$ cat src/rtl/ppt_match_if.sv
// Move/score bus between a rock-paper-scissors match controller and its environment.
interface ppt_match_if #(
  parameter int unsigned SCORE_W = 4
);
  logic               start;
  logic [1:0]         j1;
  logic               j1_valid;
  logic [1:0]         j2;
  logic               j2_valid;
  logic               busy;
  logic               round_done;
  logic               j1_w;
  logic               j2_w;
  logic [SCORE_W-1:0] j1_score;
  logic [SCORE_W-1:0] j2_score;
  logic               match_done;
  logic [1:0]         winner;
  logic               err_invalid;

  modport master (
    output start, j1, j1_valid, j2, j2_valid,
    input  busy, round_done, j1_w, j2_w, j1_score, j2_score, match_done, winner, err_invalid
  );

  modport slave (
    input  start, j1, j1_valid, j2, j2_valid,
    output busy, round_done, j1_w, j2_w, j1_score, j2_score, match_done, winner, err_invalid
  );
endinterface

$ cat src/rtl/ppt_match.sv
// Rock-paper-scissors match controller: move capture, round judging, scoring, match sequencing.
// Optional tie limit (draw after MAX_TIES consecutive ties) enabled by defining PPT_TIE_LIMIT_EN.
module ppt_match #(
  parameter int unsigned WINS_TO_MATCH = 2,
  parameter int unsigned SCORE_W       = 4,
  parameter int unsigned MAX_TIES      = 3
) (
  input logic        clk,
  input logic        rst_n,
  ppt_match_if.slave bus
);
  typedef enum logic [1:0] {S_IDLE, S_WAIT, S_JUDGE, S_DONE} state_e;

  state_e             state_q, state_d;
  logic [1:0]         m1_q, m1_d, m2_q, m2_d;
  logic               m1_v_q, m1_v_d, m2_v_q, m2_v_d;
  logic               busy_q, busy_d;
  logic               round_done_q, round_done_d;
  logic               j1_w_q, j1_w_d, j2_w_q, j2_w_d;
  logic [SCORE_W-1:0] j1_score_q, j1_score_d, j2_score_q, j2_score_d;
  logic               match_done_q, match_done_d;
  logic [1:0]         winner_q, winner_d;
  logic               err_q, err_d;
  logic               ok1_c, ok2_c;

`ifdef PPT_TIE_LIMIT_EN
  localparam int unsigned TIE_W = $clog2(MAX_TIES + 1);
  logic [TIE_W-1:0] tie_q, tie_d;
`else
  logic unused_max_ties;
  assign unused_max_ties = (MAX_TIES == 0);
`endif

  // True when move a beats move b
  function automatic logic beats(input logic [1:0] a, input logic [1:0] b);
    return (a == 2'b01 && b == 2'b11) || (a == 2'b11 && b == 2'b10) || (a == 2'b10 && b == 2'b01);
  endfunction

  assign ok1_c = bus.j1_valid && (bus.j1 != 2'b00);
  assign ok2_c = bus.j2_valid && (bus.j2 != 2'b00);

  always_comb begin
    state_d      = state_q;
    m1_d         = m1_q;
    m2_d         = m2_q;
    m1_v_d       = m1_v_q;
    m2_v_d       = m2_v_q;
    round_done_d = 1'b0;
    j1_w_d       = j1_w_q;
    j2_w_d       = j2_w_q;
    j1_score_d   = j1_score_q;
    j2_score_d   = j2_score_q;
    match_done_d = match_done_q;
    winner_d     = winner_q;
`ifdef PPT_TIE_LIMIT_EN
    tie_d        = tie_q;
`endif
    case (state_q)
      S_IDLE, S_DONE: begin
        if (bus.start) begin
          j1_score_d   = '0;
          j2_score_d   = '0;
          j1_w_d       = 1'b0;
          j2_w_d       = 1'b0;
          winner_d     = 2'b00;
          match_done_d = 1'b0;
`ifdef PPT_TIE_LIMIT_EN
          tie_d        = '0;
`endif
          state_d      = S_WAIT;
        end
      end
      S_WAIT: begin
        // First legal strobe per player wins; later ones wait for the next round
        if (!m1_v_q && ok1_c) begin
          m1_d   = bus.j1;
          m1_v_d = 1'b1;
        end
        if (!m2_v_q && ok2_c) begin
          m2_d   = bus.j2;
          m2_v_d = 1'b1;
        end
        if (m1_v_d && m2_v_d) state_d = S_JUDGE;
      end
      S_JUDGE: begin
        round_done_d = 1'b1;
        m1_d         = 2'b00;
        m2_d         = 2'b00;
        m1_v_d       = 1'b0;
        m2_v_d       = 1'b0;
        state_d      = S_WAIT;
        if (beats(m1_q, m2_q)) begin
          j1_score_d = j1_score_q + SCORE_W'(1);
          j1_w_d     = 1'b1;
          j2_w_d     = 1'b0;
`ifdef PPT_TIE_LIMIT_EN
          tie_d      = '0;
`endif
          if (j1_score_d == SCORE_W'(WINS_TO_MATCH)) begin
            winner_d     = 2'b01;
            match_done_d = 1'b1;
            state_d      = S_DONE;
          end
        end else if (beats(m2_q, m1_q)) begin
          j2_score_d = j2_score_q + SCORE_W'(1);
          j1_w_d     = 1'b0;
          j2_w_d     = 1'b1;
`ifdef PPT_TIE_LIMIT_EN
          tie_d      = '0;
`endif
          if (j2_score_d == SCORE_W'(WINS_TO_MATCH)) begin
            winner_d     = 2'b10;
            match_done_d = 1'b1;
            state_d      = S_DONE;
          end
        end else begin
          j1_w_d = 1'b1;
          j2_w_d = 1'b1;
`ifdef PPT_TIE_LIMIT_EN
          tie_d  = tie_q + TIE_W'(1);
          if (tie_d == TIE_W'(MAX_TIES)) begin
            winner_d     = 2'b11;
            match_done_d = 1'b1;
            state_d      = S_DONE;
          end
`endif
        end
      end
      default: state_d = S_IDLE;
    endcase
    busy_d = (state_d == S_WAIT) || (state_d == S_JUDGE);
    err_d  = ((state_q == S_WAIT) || (state_q == S_JUDGE)) &&
             ((bus.j1_valid && bus.j1 == 2'b00) || (bus.j2_valid && bus.j2 == 2'b00));
  end

  always_ff @(posedge clk or negedge rst_n) begin
    if (!rst_n) begin
      state_q      <= S_IDLE;
      m1_q         <= 2'b00;
      m2_q         <= 2'b00;
      m1_v_q       <= 1'b0;
      m2_v_q       <= 1'b0;
      busy_q       <= 1'b0;
      round_done_q <= 1'b0;
      j1_w_q       <= 1'b0;
      j2_w_q       <= 1'b0;
      j1_score_q   <= '0;
      j2_score_q   <= '0;
      match_done_q <= 1'b0;
      winner_q     <= 2'b00;
      err_q        <= 1'b0;
`ifdef PPT_TIE_LIMIT_EN
      tie_q        <= '0;
`endif
    end else begin
      state_q      <= state_d;
      m1_q         <= m1_d;
      m2_q         <= m2_d;
      m1_v_q       <= m1_v_d;
      m2_v_q       <= m2_v_d;
      busy_q       <= busy_d;
      round_done_q <= round_done_d;
      j1_w_q       <= j1_w_d;
      j2_w_q       <= j2_w_d;
      j1_score_q   <= j1_score_d;
      j2_score_q   <= j2_score_d;
      match_done_q <= match_done_d;
      winner_q     <= winner_d;
      err_q        <= err_d;
`ifdef PPT_TIE_LIMIT_EN
      tie_q        <= tie_d;
`endif
    end
  end

  assign bus.busy        = busy_q;
  assign bus.round_done  = round_done_q;
  assign bus.j1_w        = j1_w_q;
  assign bus.j2_w        = j2_w_q;
  assign bus.j1_score    = j1_score_q;
  assign bus.j2_score    = j2_score_q;
  assign bus.match_done  = match_done_q;
  assign bus.winner      = winner_q;
  assign bus.err_invalid = err_q;
endmodule

$ cat src/flat_wrapper.sv
// flat-port wrapper written by rule: the top's interface ports become plain ports
module ppt_match_flat 
#(
  parameter int unsigned WINS_TO_MATCH = 2,
  parameter int unsigned SCORE_W       = 4,
  parameter int unsigned MAX_TIES      = 3
)
  (clk, rst_n, bus_start, bus_j1, bus_j1_valid, bus_j2, bus_j2_valid, bus_busy, bus_round_done, bus_j1_w, bus_j2_w, bus_j1_score, bus_j2_score, bus_match_done, bus_winner, bus_err_invalid);
  ppt_match_if #(.SCORE_W(SCORE_W)) bus_i ();
  input logic clk;
  input logic rst_n;
  input wire logic [$bits(bus_i.start)-1:0] bus_start;
  input wire logic [$bits(bus_i.j1)-1:0] bus_j1;
  input wire logic [$bits(bus_i.j1_valid)-1:0] bus_j1_valid;
  input wire logic [$bits(bus_i.j2)-1:0] bus_j2;
  input wire logic [$bits(bus_i.j2_valid)-1:0] bus_j2_valid;
  output wire logic [$bits(bus_i.busy)-1:0] bus_busy;
  output wire logic [$bits(bus_i.round_done)-1:0] bus_round_done;
  output wire logic [$bits(bus_i.j1_w)-1:0] bus_j1_w;
  output wire logic [$bits(bus_i.j2_w)-1:0] bus_j2_w;
  output wire logic [$bits(bus_i.j1_score)-1:0] bus_j1_score;
  output wire logic [$bits(bus_i.j2_score)-1:0] bus_j2_score;
  output wire logic [$bits(bus_i.match_done)-1:0] bus_match_done;
  output wire logic [$bits(bus_i.winner)-1:0] bus_winner;
  output wire logic [$bits(bus_i.err_invalid)-1:0] bus_err_invalid;
  assign bus_i.start = bus_start;
  assign bus_i.j1 = bus_j1;
  assign bus_i.j1_valid = bus_j1_valid;
  assign bus_i.j2 = bus_j2;
  assign bus_i.j2_valid = bus_j2_valid;
  assign bus_busy = bus_i.busy;
  assign bus_round_done = bus_i.round_done;
  assign bus_j1_w = bus_i.j1_w;
  assign bus_j2_w = bus_i.j2_w;
  assign bus_j1_score = bus_i.j1_score;
  assign bus_j2_score = bus_i.j2_score;
  assign bus_match_done = bus_i.match_done;
  assign bus_winner = bus_i.winner;
  assign bus_err_invalid = bus_i.err_invalid;
  ppt_match #(.WINS_TO_MATCH(WINS_TO_MATCH), .SCORE_W(SCORE_W), .MAX_TIES(MAX_TIES)) u_core (.clk(clk), .rst_n(rst_n), .bus(bus_i));
endmodule
$ cat config.mk
export PLATFORM = sky130hd
export DESIGN_NAME = ppt_match_flat
export DESIGN_NICKNAME = d
export VERILOG_FILES = /design/src/rtl/ppt_match_if.sv /design/src/rtl/ppt_match.sv /design/src/flat_wrapper.sv
export SDC_FILE = /design/constraint.sdc
export NUM_CORES = 1
export LEC_CHECK = 0
export CAP_MARGIN = 20
export CORE_AREA = 2 2 80 82
export DETAILED_ROUTE_END_ITERATION = 8
export DIE_AREA = 0 0 82 84
export HOLD_SLACK_MARGIN = 0.08
export PLACE_DENSITY = 0.46
export SYNTH_ARGS = -nofsm -noshare
export SYNTH_HDL_FRONTEND = slang
export SYNTH_SLANG_ARGS = --single-unit
$ cat constraint.sdc
create_clock -name clk -period 5.6 [get_ports clk]
set_input_delay 1.68 -clock clk [delete_from_list [all_inputs] [get_ports clk]]
set_output_delay 1.68 -clock clk [all_outputs]
set_load 0.01 [all_outputs]
## Word level (Yosys, flattened, before mapping)

Index checks and enable logic that the tools add are counted.

- Register bits: 24
- Output and inout port bits: 16
- Word-level logic and storage cells: 116

- Add/sub/neg operators: 2
- Equal/unequal tests: 22
- Mux-type cells: 41
- Reduce and logical (&&, ||, !) cells: 37

Operators with widths:

| operator | number |
|---|---|
| 2-bit two-way mux | 13 |
| 4-bit two-way mux | 4 |
| 4-bit one-hot mux with 2 select lines | 2 |
| 2-bit == test (second input constant) | 7 |
| 1-bit logical AND | 14 |
| 1-bit two-way mux | 13 |
| 2-bit one-hot mux with 2 select lines | 3 |
| 1-bit one-hot mux with 2 select lines | 5 |
| 4-bit by 1-bit adder with 4-bit output (second input constant) | 2 |
| 2-bit by 1-bit == test with 1-bit output (second input constant) | 4 |
| 4-bit by 2-bit == test with 1-bit output (second input constant) | 2 |
| 2-bit by 1-bit != test with 1-bit output (second input constant) | 4 |
| 2-bit nonzero test | 4 |
| 1-bit logical OR | 7 |
| 2-bit zero test | 3 |
| 3-bit by 1-bit != test with 1-bit output (second input constant) | 2 |
| 2-bit one-hot mux with 3 select lines | 1 |
| 2-bit AND reduction | 3 |
| 5-bit AND reduction | 1 |
| 2-bit != test (second input constant) | 2 |
| 4-bit AND reduction | 1 |
| 3-bit != test (second input constant) | 1 |
| 3-bit AND reduction | 1 |
| 1-bit zero test | 2 |
| 2-bit OR reduction | 1 |

## Depth between registers and ports, before layout

Gate-level depths: netlist of run 1.

- Depth in word-level cells: 10
- Depth in mapped cells: 7
- Gate-level depth less buffers: 7

## Least setup slack after synthesis of run 1

OpenSTA, ideal clock, no wires.

- Kind: in2reg
- Start point: input port bus_j2[1]
- End point: register u_core.busy_q (netlist: u_core.bus.busy)
- Arrival: 2552 ps
- Path slack: 2909 ps
- Stages on the path: 5
- Buffers on the path: 0
- Cells stage by stage: o21a_1 > o22a_1 > o221ai_1 > a21boi_0 > a311oi_1

- Word-level cells in the longest chain between the ends: 10
- Elaborated cells on any way between the ends: 11

Ends and longest elaborated chain:

| item | RTL line | text |
|---|---|---|
| start, declared | flat_wrapper.sv:15 | `input wire logic [$bits(bus_i.j2)-1:0] bus_j2;` |
| 2-bit nonzero test * | ppt_match.sv:40 | `assign ok2_c = bus.j2_valid && (bus.j2 != 2'b00);` |
| 1-bit logical AND * | ppt_match.sv:40 |  |
| 1-bit logical AND * | ppt_match.sv:79 | `if (!m2_v_q && ok2_c) begin` |
| 1-bit two-way mux * | ppt_match.sv:79 |  |
| 1-bit two-way mux * | ppt_match.sv:58 | `case (state_q)` |
| 1-bit logical AND * | ppt_match.sv:83 | `if (m1_v_d && m2_v_d) state_d = S_JUDGE;` |
| 2-bit two-way mux * | ppt_match.sv:83 |  |
| 2-bit one-hot mux with 3 select lines * | ppt_match.sv:58 |  |
| via u_core.state_d[0] | ppt_match.sv:14 | `state_e state_q, state_d;` |
| 2-bit by 1-bit == test with 1-bit output or 2-bit == test (tied branches) | ppt_match.sv:131 | `busy_d = (state_d == S_WAIT) \|\| (state_d == S_JUDGE);` |
| 1-bit logical OR * | ppt_match.sv:131 |  |
| via u_core.busy_d | ppt_match.sv:17 | `logic busy_q, busy_d;` |
| end signal, assigned | ppt_match.sv:161 | `busy_q <= busy_d;` |
| end, declared | ppt_match.sv:17 |  |

The timed path passes the listed nets; every way through them passes the cells marked *. The select of a mux whose other input is x is not followed.
A chain may end at the register's enable or synchronous reset.

## Worst setup path in the final report of run 1

- Start point: input port bus_start
- End point: register u_core.busy_q (netlist: u_core.bus.busy)

- Word-level cells in the longest chain between the ends: 4
- Elaborated cells on any way between the ends: 5

Ends and longest elaborated chain:

| item | RTL line | text |
|---|---|---|
| start, declared | flat_wrapper.sv:12 | `input wire logic [$bits(bus_i.start)-1:0] bus_start;` |
| 2-bit two-way mux * | ppt_match.sv:60 | `if (bus.start) begin` |
| 2-bit one-hot mux with 3 select lines * | ppt_match.sv:58 |  |
| via u_core.state_d[0] | ppt_match.sv:14 |  |
| 2-bit by 1-bit == test with 1-bit output or 2-bit == test (tied branches) | ppt_match.sv:131 |  |
| 1-bit logical OR * | ppt_match.sv:131 |  |
| via u_core.busy_d | ppt_match.sv:17 |  |

The timed path passes the listed nets; every way through them passes the cells marked *.

==> results of run 1 <==
metal layers:
layer,GRT usage (%),up-vias,share of wire [%]
met4,4.55,0,2.0
met5,0,-,0
met2,15.2,17,45
li1,-,590,-
met1,14.5,524,51
met3,1.73,5,2.2
cells in the mapped netlist:
cell type / n / area, sq um
dfrtp_1: 24 / 601
mux2_4: 1 / 15.0
nand2b_1: 2 / 12.5
nand4b_1: 2 / 17.5
o31ai_1: 3 / 22.5
or2b_1: 1 / 7.51
clkbuf_1: 1 / 3.75
or2_0: 1 / 6.26
or4b_4: 1 / 13.8
a21oi_1: 3 / 15.0
and3b_1: 1 / 8.76
a22oi_1: 1 / 7.51
mux2i_2: 1 / 13.8
nor2b_1: 1 / 6.26
a21boi_0: 2 / 15.0
o221ai_1: 1 / 8.76
nor2_1: 13 / 48.8
a311oi_1: 1 / 8.76
inv_1: 13 / 48.8
nand3_1: 6 / 30.0
o21a_1: 3 / 22.5
and2_1: 1 / 6.26
a22o_1: 6 / 52.6
a211oi_4: 1 / 20.0
nand4_1: 2 / 12.5
and4_1: 2 / 17.5
o21ai_1: 1 / 5.00
o22ai_1: 1 / 6.26
mux2i_1: 2 / 20.0
nand2_1: 14 / 52.6
nand3b_1: 1 / 7.51
ha_1: 6 / 75.1
buf_1: 1 / 3.75
a31oi_1: 3 / 18.8
or3_1: 2 / 12.5
o22a_1: 1 / 8.76
o21ai_0: 13 / 65.1
nor3_1: 1 / 5.00
xnor2_1: 1 / 8.76
or2_2: 2 / 12.5
o221ai_2: 2 / 30.0
o31ai_4: 1 / 21.3
nand4bb_1: 1 / 11.3
layout make-up:
cell class	count	area, sq um	share of cell area, %
multi-input cells	108	749	41.3
clock inverters	1	30.0	1.66
clock buffers	3	41.3	2.28
well taps	77	96.3	5.31
repair buffers	25	248	13.7
flip-flops and latches	24	601	33.1
inverters	13	48.8	2.69
cell usage in the layout (no fill, tap or decap), drive strengths merged, types with 2 or more instances in the layout:
master	n
nand2	14
mux2i	3
o31ai	4
clkbuf	3
and4	2
o21ai	14
dfrtp	24
nand2b	2
or2	3
or3	2
o21a	3
nand3	6
inv	13
a21oi	3
nand4	2
nand4b	2
a21boi	2
a31oi	3
o221ai	3
clkdlybuf4s50	24
nor2	13
ha	6
a22o	6
power breakdown:
part	leakage, uW	switching (uW)	internal (uW)	total, uW
registers	0.000317	57.5	228	285
clock network	0.0000357	58.8	95.6	154
logic	0.000387	224	190	414
registers in the layout, summed over array words and instances (netlist names):
signal and count:
u_core.bus.j1_score 4, u_core.bus.j2_score 4, u_core.bus.winner 2, u_core.m1_q 2
u_core.m2_q 2, u_core.state_q 2, u_core.bus.busy 1, u_core.bus.err_invalid 1
u_core.bus.j1_w 1, u_core.bus.j2_w 1, u_core.bus.match_done 1, u_core.bus.round_done 1
u_core.m1_v_q 1, u_core.m2_v_q 1
metrics by stage:
stage | area [sq um] | utilization [%] | hold WS [ns] | power, uW
after detailed placement | 1740 | 28.6 | 0.506 | 706
after CTS | 1810 | 29.8 | 0.529 | 865
final | 1810 | 29.8 | 0.515 | 854
after global placement | 1740 | 28.6 | 0.498 | 711
after floorplan | 1410 | - | 0.516 | 574
after global routing | 1810 | 29.8 | 0.549 | 939
critical path: stages:
cell and delay (ns):
clkdlybuf4s50_1 0.50, mux2i_2 0.36, o221ai_1 0.27, a21boi_0 0.18, a311oi_1 0.23
path summary, 6_finish.rpt:
path	depth (start not counted)	from	endpoint	slack [ns]
setup / recovery	5	bus_start	u_core.bus.busy	2.55
hold / removal	2	u_core.bus.j2_w	u_core.bus.j2_w	0.52
setup reg to reg	6	u_core.bus.j2_score[0]	u_core.bus.match_done	3.35
hold reg to reg	2	u_core.bus.j2_w	u_core.bus.j2_w	0.52
max in group asynchronous	2	rst_n	u_core.state_q[0]	3.58
min in group asynchronous	2	rst_n	u_core.bus.j2_w	1.77
kinds of logic after synthesis:
kind of cell    after synthesis  synth area share, %
fa+ha+maj                     6                 5.34
simple gates                 54                 20.6
xor+xnor                      1                0.623
compound gates               43                 23.3
flops                        24                 42.7
buf+inv                      15                 4.00
mux                           4                 3.47
==> results.toml, run 1 <==
[outcome]
status = "completed"

[synthesis]
yosysSeqAreaShare_pct = 42.7
mappedNetlistNets = 162
ys_ff_latch = 24
syn_area_sq_mm = 0.00141
ys_types = 43
ys_warn_count = 0
synth.avg_cell_area_sq_um = 9.57
syn-instance-count = 147

[power_and_ir_drop]
irDropWorstVdd_mv = 0.158
powerDensity_mw_per_mm2 = 471
p_leak_uw = 0.000739

[sta]
setup_ws_ns = 2.55
rsz0062_at_grt = "false"
fmaxAchievable_mhz = 328
fin_crit_sh_pct = 54.5
period_minus_slack_ns = 3.05
worst_pin_slew_ns = 0.526
fin_worst_skew_ns = 0.00878
tns_ns = 0
setup_viol = 0
finalMaxSlewViolations = 0
slew_headroom_pct = 64.9
final_hold_viol_count = 0

[grt]
grt_pass1_vias = 1143
grtUsageTotal_pct = 10.3
grt_max_degree = 25
grt_antenna_before_repair = 0
grt_overflow = 0
grt_pass1_wl_um = 5420

[detailed_routing]
finalWirelength_um = 3110
viasPerCell = 4.53
wl_per_cell_um = 12.4
postRouteAntennaNets = 0
firstDrtPassIters = 4
drt_iter0_drc = 49
route.detailed.drc = 0
vias = 1136

[clock_tree]
cts.clk_slew.worst_paths_ns = 0.09
clock_latency_ns = 0.27
ctsRootBufferMaster = "clkbuf_8"
cts_tree = "yes"
cts_buffers = 3
clock_sinks = 24
h-tree-depth = 1
cts_resized = 0
post_cts.repair.setup_buffers = 0
cts-hold-fix-buffers = 0
clockBufferDepth = 2

[critical_path]
worst-path-max-fanout = 8
crit_path_start_kind = "input pin"
endpoint_kind = "flip-flop"
worstPathArrival_ns = 3.22
critPathKind = "in2reg"
required_ns = 5.77

[placed_design]
place_hpwl_um = 2280
dpl.cell_count = 247
gp_congestion = 0.765
place_ws_ns = 2.30
io_buffer_count = 24

[final_layout]
diodes = 0
area_growth_pct = 29.0
nFillCells = 634
final_cells = 251
drive_gt1_share_pct = 8.05
final_nets = 190

[floorplan]
rows = 29
die_w_um = 82
die_h_um = 84
dieArea_sq_mm = 0.00689
ioPinCount = 25
core-area_sq_mm = 0.00610
start_util_pct = 23.1

[flow_run]
cap_violations = 0

[worst_hold_path]
hold_path_class = "reg2reg"
No activity file was read; power rests on OpenSTA's default activity.
==> inputs of run 2 (changes only) <==
==> constraint.sdc (replaced) <==
create_clock -name clk -period 2.9 [get_ports clk]
set_input_delay 0.87 -clock clk [delete_from_list [all_inputs] [get_ports clk]]
set_output_delay 0.87 -clock clk [all_outputs]
set_load 0.01 [all_outputs]
==> run 2 against run 1 <==
Routed wire length grew 1.0%. Count of clock-buffer cells in the layout is the same. Sequential share of layout area shrank 0.27 points. Final area grew 0.83%. Clock skew shrank 0.0046 ns. Critical endpoint is now u_core.bus.match_done.
==> results.toml, run 2 (same netlist as run 1, synthesis figures left out) <==
[outcome]
status = "completed"

[clock_tree]
cts-hold-fix-buffers = 0
clockBufferDepth = 2
clock_sinks = 24
cts_resized = 0
ctsRootBufferMaster = "clkbuf_8"
cts_tree = "yes"
cts.clk_slew.worst_paths_ns = 0.09
cts_buffers = 3
clock_latency_ns = 0.27
post_cts.repair.setup_buffers = 0
h-tree-depth = 1

[floorplan]
dieArea_sq_mm = 0.00689
core-area_sq_mm = 0.00610
ioPinCount = 25
die_h_um = 84
rows = 29
die_w_um = 82
start_util_pct = 23.1

[sta]
worst_pin_slew_ns = 0.405
setup_viol = 0
final_hold_viol_count = 0
tns_ns = 0
slew_headroom_pct = 72.9
fin_worst_skew_ns = 0.00420
rsz0062_at_grt = "false"
fin_hold_ws_ns = 0.499
fin_crit_sh_pct = 77.2
finalMaxSlewViolations = 0
period_minus_slack_ns = 2.24
fmaxAchievable_mhz = 446

[worst_hold_path]
hold_path_class = "reg2reg"
min_from = "u_core.bus.j2_w"
min_path_cells = 2
min_to = "u_core.bus.j2_w"

[final_layout]
regArea_sq_um = 601
area_growth_pct = 30.1
final_cell_mix = "clkdlybuf4s50_1, dfrtp_1, nand2_1"
diodes = 0
drive_gt1_share_pct = 9.09
multiInputGateArea_sq_um = 749
nFillCells = 646
final_nets = 192

[grt]
grt_max_degree = 25
met1_usage_pct = 14.4
grtUsageTotal_pct = 10.4
grt_antenna_before_repair = 0
busiest_layer = "met2"
grt_use_met3_pct = 1.62
grt_pass1_wl_um = 5650
grt_overflow = 0
grt_pass1_vias = 1175
grt.met2_usage_pct = 16.3

[critical_path]
path_cells = "ha_1, or4b_4, o31ai_4, o221ai_2, a211oi_4, mux2_4"
max_stage_delay_ns = 0.56
endpoint_kind = "flip-flop"
required_ns = 3.06
r2r_end = "u_core.bus.match_done"
r2r_cells = 6
worstReg2RegStart = "u_core.bus.j2_score[0]"
worstPathArrival_ns = 2.40
critical_path.slowest_cell = "or4b_4"
crit_path_start_kind = "flip-flop"
critPathKind = "reg2reg"
rrSetupSlack_ns = 0.66
worst-path-max-fanout = 8

[detailed_routing]
postRouteAntennaNets = 0
finalWirelength_um = 3140
route.detailed.drc = 0
firstDrtPassIters = 4
wl_per_cell_um = 12.4
vias = 1140
drt_iter0_drc = 43
viasPerCell = 4.51

[power_and_ir_drop]
irDropWorstVdd_mv = 0.262
powerDensity_mw_per_mm2 = 911
p_leak_uw = 0.000749

[placed_design]
io_buffer_count = 24
gp_congestion = 0.700
place_hpwl_um = 2380

[flow_run]
cap_violations = 0
## run 2: cell types whose count changed in the layout (fill, tap and decap cells not counted), sizes merged
cell	change
buf	+2
## run 2: cell type report
class                   instances  share of cell area (%)
repair buffers                 27                    14.4
clock buffers                   3                    2.26
well taps                      77                    5.27
inverters                      13                    2.67
flip-flops and latches         24                    32.8
clock inverters                 1                    1.64
multi-input cells             108                    41.0
## run 2: metrics by stage
| stage | total power (uW) | setup slack [ns] | cells | util (%) | area [sq um] |
|---|---|---|---|---|---|
| 4_1_cts | 1700 | 0.638 | 253 | 30.0 | 1830 |
| 2_1_floorplan | 1110 | 0.742 | 147 | - | 1410 |
| 3_3_place_gp | 1390 | 0.443 | 249 | 28.8 | 1760 |
| 5_1_grt | 1820 | 0.540 | 253 | 30.0 | 1830 |
| 6_report | 1670 | 0.660 | 253 | 30.0 | 1830 |
| 3_5_place_dp | 1390 | 0.401 | 249 | 28.8 | 1760 |
## run 2: worst max-delay path by stage
stage	cells past startpoint	start	slack, ns	end
finish	6	u_core.bus.j2_score[0]	0.66	u_core.bus.match_done
global route	6	bus_j2[1]	0.54	u_core.bus.busy
CTS	6	u_core.bus.j2_score[0]	0.64	u_core.bus.match_done
detailed placement	6	bus_j2[1]	0.40	u_core.bus.busy
global placement	6	bus_j2[1]	0.44	u_core.bus.busy
floorplan	6	u_core.bus.j2_score[0]	0.74	u_core.bus.match_done
## run 2: per-layer routing
metal | share of wire [%] | vias to the layer above
li1 | - | 595
met1 | 49 | 525
met2 | 47 | 16
met3 | 3.0 | 4
met4 | 1.3 | 0
met5 | 0 | -
## run 2: worst max-delay path, delay by kind of cell (launching register included)
kind	cells	cell delay, ns
AOI/OAI and AO/OA	3	0.51
adders and majority gates	1	0.27
DFF	1	0.46
muxes	1	0.33
and+or+nand+nor	1	0.56
## run 2: power by group
part           switching [uW]  internal (uW)
clock network             109            184
logic                     437            384
registers                 112            440
